**src/rtl/hwpe_stream_addressgen_v4.sv**
```systemverilog
// N-dimensional strided address generator: one address per fire, first beat visible the cycle after start.
// Backpressure: while valid && !ready, the address, last flags and all loop state hold.
module hwpe_stream_addressgen_v4 #(
  parameter int NB_DIMS    = 4,
  parameter int ADDR_WIDTH = 32,
  parameter int CNT        = 16,
  parameter int TRANS_CNT  = 32
) (
  input  logic                           clk_i,
  input  logic                           rst_ni,
  input  logic                           enable_i,
  input  logic                           clear_i,
  input  logic                           start_i,
  input  logic [ADDR_WIDTH-1:0]          base_addr_i,
  input  logic [TRANS_CNT-1:0]           tot_len_i,
  input  logic [(NB_DIMS-1)*CNT-1:0]     len_i,
  input  logic [NB_DIMS*ADDR_WIDTH-1:0]  stride_i,
  output logic                           addr_valid_o,
  input  logic                           addr_ready_i,
  output logic [ADDR_WIDTH-1:0]          addr_data_o,
  output logic [ADDR_WIDTH/8-1:0]        addr_strb_o,
  output logic [NB_DIMS-2:0]             last_o,
  output logic                           busy_o,
  output logic                           done_o
);

  typedef enum logic [1:0] {IDLE, RUN, DONE} state_t;
  state_t state_q, state_d;

  logic [ADDR_WIDTH-1:0] base_q;
  logic [TRANS_CNT-1:0]  tot_q, beat_q;
  logic [CNT-1:0]        len_q    [NB_DIMS-1];
  logic [ADDR_WIDTH-1:0] stride_q [NB_DIMS];
  logic [CNT-1:0]        cnt_q    [NB_DIMS];
  logic [ADDR_WIDTH-1:0] pa_q     [NB_DIMS];

  logic [NB_DIMS-2:0]    is_final;
  logic                  all_final;
  int                    adv_dim;
  logic [ADDR_WIDTH-1:0] addr_sum;
  logic                  fire, last_beat;

  assign fire      = (state_q == RUN) && addr_ready_i && enable_i;
  assign last_beat = (beat_q == tot_q - TRANS_CNT'(1));

  // A zero length behaves like a length of one.
  always_comb begin
    is_final  = '0;
    all_final = 1'b1;
    last_o    = '0;
    for (int d = 0; d < NB_DIMS-1; d++) begin
      is_final[d] = (len_q[d] == '0) ? (cnt_q[d] == '0)
                                     : (cnt_q[d] == len_q[d] - CNT'(1));
      all_final   = all_final & is_final[d];
      last_o[d]   = all_final & addr_valid_o;
    end
  end

  // Lowest non-final dimension advances; the top dimension catches the full carry.
  always_comb begin
    adv_dim = NB_DIMS-1;
    for (int d = NB_DIMS-2; d >= 0; d--) begin
      if (!is_final[d]) adv_dim = d;
    end
  end

  always_comb begin
    addr_sum = base_q;
    for (int d = 0; d < NB_DIMS; d++) addr_sum = addr_sum + pa_q[d];
  end

  assign addr_data_o  = addr_sum;
  assign addr_strb_o  = '1;
  assign addr_valid_o = (state_q == RUN);
  assign busy_o       = (state_q == RUN);
  assign done_o       = (state_q == DONE);

  always_comb begin
    state_d = state_q;
    unique case (state_q)
      IDLE:    if (start_i) state_d = (tot_len_i == '0) ? DONE : RUN;
      RUN:     if (fire && last_beat) state_d = DONE;
      DONE:    state_d = IDLE;
      default: state_d = IDLE;
    endcase
  end

  always_ff @(posedge clk_i or negedge rst_ni) begin
    if (!rst_ni)        state_q <= IDLE;
    else if (clear_i)   state_q <= IDLE;
    else if (enable_i)  state_q <= state_d;
  end

  always_ff @(posedge clk_i or negedge rst_ni) begin
    if (!rst_ni) begin
      base_q <= '0;
      tot_q  <= '0;
      beat_q <= '0;
      for (int d = 0; d < NB_DIMS; d++) begin
        cnt_q[d]    <= '0;
        pa_q[d]     <= '0;
        stride_q[d] <= '0;
      end
      for (int d = 0; d < NB_DIMS-1; d++) len_q[d] <= '0;
    end else if (clear_i) begin
      base_q <= '0;
      tot_q  <= '0;
      beat_q <= '0;
      for (int d = 0; d < NB_DIMS; d++) begin
        cnt_q[d]    <= '0;
        pa_q[d]     <= '0;
        stride_q[d] <= '0;
      end
      for (int d = 0; d < NB_DIMS-1; d++) len_q[d] <= '0;
    end else if (enable_i) begin
      if (state_q == IDLE && start_i) begin
        base_q <= base_addr_i;
        tot_q  <= tot_len_i;
        beat_q <= '0;
        for (int d = 0; d < NB_DIMS; d++) begin
          cnt_q[d]    <= '0;
          pa_q[d]     <= '0;
          stride_q[d] <= stride_i[d*ADDR_WIDTH +: ADDR_WIDTH];
        end
        for (int d = 0; d < NB_DIMS-1; d++) len_q[d] <= len_i[d*CNT +: CNT];
      end else if (fire) begin
        beat_q <= beat_q + TRANS_CNT'(1);
        for (int d = 0; d < NB_DIMS; d++) begin
          if (d < adv_dim) begin
            cnt_q[d] <= '0;
            pa_q[d]  <= '0;
          end else if (d == adv_dim) begin
            cnt_q[d] <= cnt_q[d] + CNT'(1);
            pa_q[d]  <= pa_q[d] + stride_q[d];
          end
        end
      end
    end
  end

endmodule

```
**config.mk**
```make
export PLATFORM = sky130hd
export DESIGN_NAME = hwpe_stream_addressgen_v4
export DESIGN_NICKNAME = d
export VERILOG_FILES = /design/src/rtl/hwpe_stream_addressgen_v4.sv
export SDC_FILE = /design/constraint.sdc
export NUM_CORES = 2
export LEC_CHECK = 0
export CAP_MARGIN = 20
export CORE_UTILIZATION = 30
export CTS_CLUSTER_DIAMETER = 80
export DETAILED_ROUTE_END_ITERATION = 8
export PLACE_DENSITY = 0.5
export SETUP_SLACK_MARGIN = 0.05
export SLEW_MARGIN = 15
export SYNTH_ARGS = -nofsm -noshare
export SYNTH_HDL_FRONTEND = slang
export SYNTH_SLANG_ARGS = --single-unit
```
**constraint.sdc**
```tcl
create_clock -name clk_i -period 12.6 [get_ports clk_i]
set_input_delay 2.52 -clock clk_i [delete_from_list [all_inputs] [get_ports clk_i]]
set_output_delay 2.52 -clock clk_i [all_outputs]
set_load 0.03 [all_outputs]
```
==> summary.md <==
| Metric | Value |
|---|---|
| RSZ-0062 raised after global routing | no |
| Vias in the first global route | 26100 |
| Setup Buffers After CTS | 0 |
| Final Setup Violations | 0 |
| Gr busiest metal | met2 |
| LEAKAGE | 17.3 nW |
| Gp weighted congestion | 0.876 |
| Yosys reg bits | 450 |
| Initial antenna violation count | 5 |
| Crit path launch type | flop |
| Clock Sinks | 450 |
| Power per cell area | 115 mW/mm^2 |
| HP Start | base_q[20] |
| Routed WL | 101000 um |
| CP Capture Type | primary output |
| Router iterations before antenna repair | 5 |
| Starting Density | between 30% and 40% |
| Critical R2R Launch | len_q[36] |
| Worst slew margin | 29.0% |
| Synth Warn # | 0 |
| Sequential fraction of the synthesis area | 35.9% |
| Final hold violations | 0 |
| Fin. max-slew vios | 0 |
| P&R area growth vs syn | 19.5% |
| Met1 usage | 25.2% |
| Ys async rst share | 100% |
| Met2 Usage GRT | 31.4% |
| Layout cells sized above 1 | 3.94% |
| Vias after detailed routing | 26200 |
| Area after DPL | ~0.036 mm^2 |
| Post-CTS resize count | 0 |
| Fin crit period | 8930 ps |
| Netlist cell types | 77 |
| Ys flop type | dfrtp_1 |
| Post-CTS Hold Buffers | 0 |
| Core area | a little over 0.1 mm^2 |
| Crit-path max FO | 4 |
| DR WL/cell | ~19 um |
| Final net count | 4395 |
| Row Count | between 100 and 150 |
| CTS Buf Count | 59 |
| Die footprint | roughly 0.11 mm^2 |
| Final ANT Viol Nets | 0 |
| Reg clk slew, reported paths | 60 ps |
| First-pass GRT wire length | roughly 160000 um |
| ANT cells | 0 |
| Top cell type's share of synthesized area | 35.9% |
| Final instance area | 0.0375 mm^2 |
| H-tree depth | 2 |
| Hold EP | base_q[20] |
| Commonest non-fill, non-tap cells in the layout | 676 x nand2_1, 450 x dfrtp_1, 378 x o21ai_0 |
| Cell taking the most area after synthesis | dfrtp_1 |
| Post-route DRC | 0 |
| DPL Wire Length | 77600 um |
| Worst VDD drop | 0.0000989 V |
| Avg Inst Size Synth | 8.52 um^2 |
| Worst R2R End | cnt_q[23] |
| Met3 usage | 2.87% |
| Commonest non-fill, non-tap cell in the layout | nand2_1 |
| Worst clock skew | 27.1 ps |
| Mapped cell area | 0.0314 mm^2 |
| Remaining Overflow, GRT | 0 |
| GRT Total Usage | 19.0% |
| Die Wd | 325 um |
| Outcome | finished clean |
| Fill cell count | 10800 |
| Reg-to-reg slack, setup | 7410 ps |
| Tightest Pin Transition | between 1000 and 1500 ps |
| Tightest Hold Check Type | reg -> reg |
| Number of flops mapped to enable cells by yosys | 0 |
| Largest net degree at the start of global routing | 198 |
| Arrival @ worst endpoint | between 6000 and 7000 ps |
| Synth Instances | 3684 |
| Worst endpoint required time | 10080 ps |
| Setup Total Neg Slack | 0 ps |
| Worst hold path depth | 2 |
| Critical path type | reg -> out |
| Final period utilization | a little under three quarters |
| Die Ht | 325 um |
| Io pins | 288 |
| IO Port Bufs | about 280 |
| Root Driver | clkbuf_16 |
| Clk buf depth | 3 |
| Max Cap Violations | 0 |
| Fmax | 112 MHz |
| Number of vias per cell | 4.93 |
| Latest clock arrival within the worst-skew pair | 660 ps |
| CTS tree | built |
| Top cells by area, synth | dfrtp_1 36%, nand2_1 8.1%, ha_1 6.7% |
| Initial drt markers | 1661 |
| Worst-case reg-to-reg path depth | 9 |
sequential cells by signal, indices dropped and copies added, names as in the netlist:
signal,count
beat_q,32
stride_q,128
len_q,48
tot_q,32
base_q,32
state_q,2
pa_q,128
cnt_q,48
through the flow:
| step | power [mW] | hold slack (ps) | utilization [%] | instances | setup WS [ps] |
|---|---|---|---|---|---|
| final | 4.31 | 480 | 36.2 | 5311 | 3670 |
| after global routing | 4.52 | 495 | 36.2 | 5311 | 3430 |
| after CTS | 4.38 | 484 | 36.2 | 5311 | 3700 |
| after detailed placement | 2.57 | 471 | 34.3 | 5205 | 4430 |
| after global placement | 2.57 | 462 | 34.3 | 5205 | 4480 |
| after floorplan | 2.18 | 450 | - | 3687 | 5750 |
worst max-delay path by stage:
stage                from         endpoint  slack (ps)  cells past startpoint
2_1_floorplan  base_q[13]  addr_data_o[29]        5750                     19
3_3_place_gp      pa_q[1]  addr_data_o[27]        4480                     17
3_5_place_dp      pa_q[1]  addr_data_o[27]        4430                     17
4_1_cts           pa_q[1]  addr_data_o[27]        3700                     17
5_1_grt           pa_q[1]  addr_data_o[27]        3430                     17
6_report          pa_q[1]  addr_data_o[27]        3670                     17
final cells by class:
class                           count  area [um^2]  share of cell area [%]
Tap cell                         1380         1730                    4.60
Sequential cell                   450        11300                    30.0
Clock buffer                       76         1650                    4.41
Timing Repair Buffer              306         3020                    8.06
Multi-Input combinational cell   2744        18300                    48.7
Clock inverter                     30          353                   0.941
Inverter                          325         1230                    3.27
metal layers:
| metal | wire (um) | vias up |
|---|---|---|
| met5 | 21 | - |
| met4 | 3180 | 4 |
| met3 | 4330 | 133 |
| met2 | 47100 | 497 |
| met1 | 46000 | 12500 |
| li1 | - | 13000 |
cells in the mapped netlist (9+ instances only):
cell	count
nor2_1	162
mux2i_1	17
and4_1	11
ha_1	167
or2_2	13
nor3b_1	9
nor3_1	65
o2111ai_1	10
xnor2_1	178
nand3_1	64
fa_1	96
dfrtp_1	450
a211oi_1	21
a21oi_1	149
nor4_1	43
clkbuf_1	143
inv_1	325
or4_1	18
nand4_1	45
o21ai_0	379
o211ai_1	20
or3_1	23
a21o_1	71
and2_1	16
xor2_1	118
buf_2	12
o21a_1	16
a31oi_1	16
nand2b_1	31
o31ai_1	23
a22o_1	72
nor2b_1	23
o21bai_1	21
o22ai_1	24
buf_4	10
nand2_1	676
and3_1	32
cells by family after synthesis:
| logic type | count (synthesis) | share of synthesized area (%) |
|---|---|---|
| AO/OA/AOI/OAI | 893 | 17.6 |
| buffers and inverters | 493 | 6.11 |
| XOR/XNOR | 297 | 8.33 |
| other | 1 | 0.0119 |
| adder cells (fa/ha/maj) | 263 | 12.8 |
| multiplexers | 21 | 0.686 |
| flip-flops | 450 | 35.9 |
| AND/OR/NAND/NOR | 1266 | 18.6 |
critical path, stage by stage, from the launching register on:
cell	delay (ps)
dfrtp_1	430
fa_1	560
fa_1	430
fa_1	490
ha_1	170
inv_1	70
fa_1	460
nor2b_1	140
o21a_1	140
o21ai_0	110
a21oi_1	290
a21oi_1	160
and2_1	220
o31ai_1	440
nor2_1	130
o21bai_1	190
xor2_1	520
clkdlybuf4s50_1	780
power breakdown:
part	internal, mW	total (mW)	leakage (nW)	switching (mW)
registers	1.53	1.63	6.04	0.0991
logic	0.357	0.907	10.3	0.550
clock network	1.06	1.78	0.984	0.712
No activity file was read; power rests on OpenSTA's default activity.
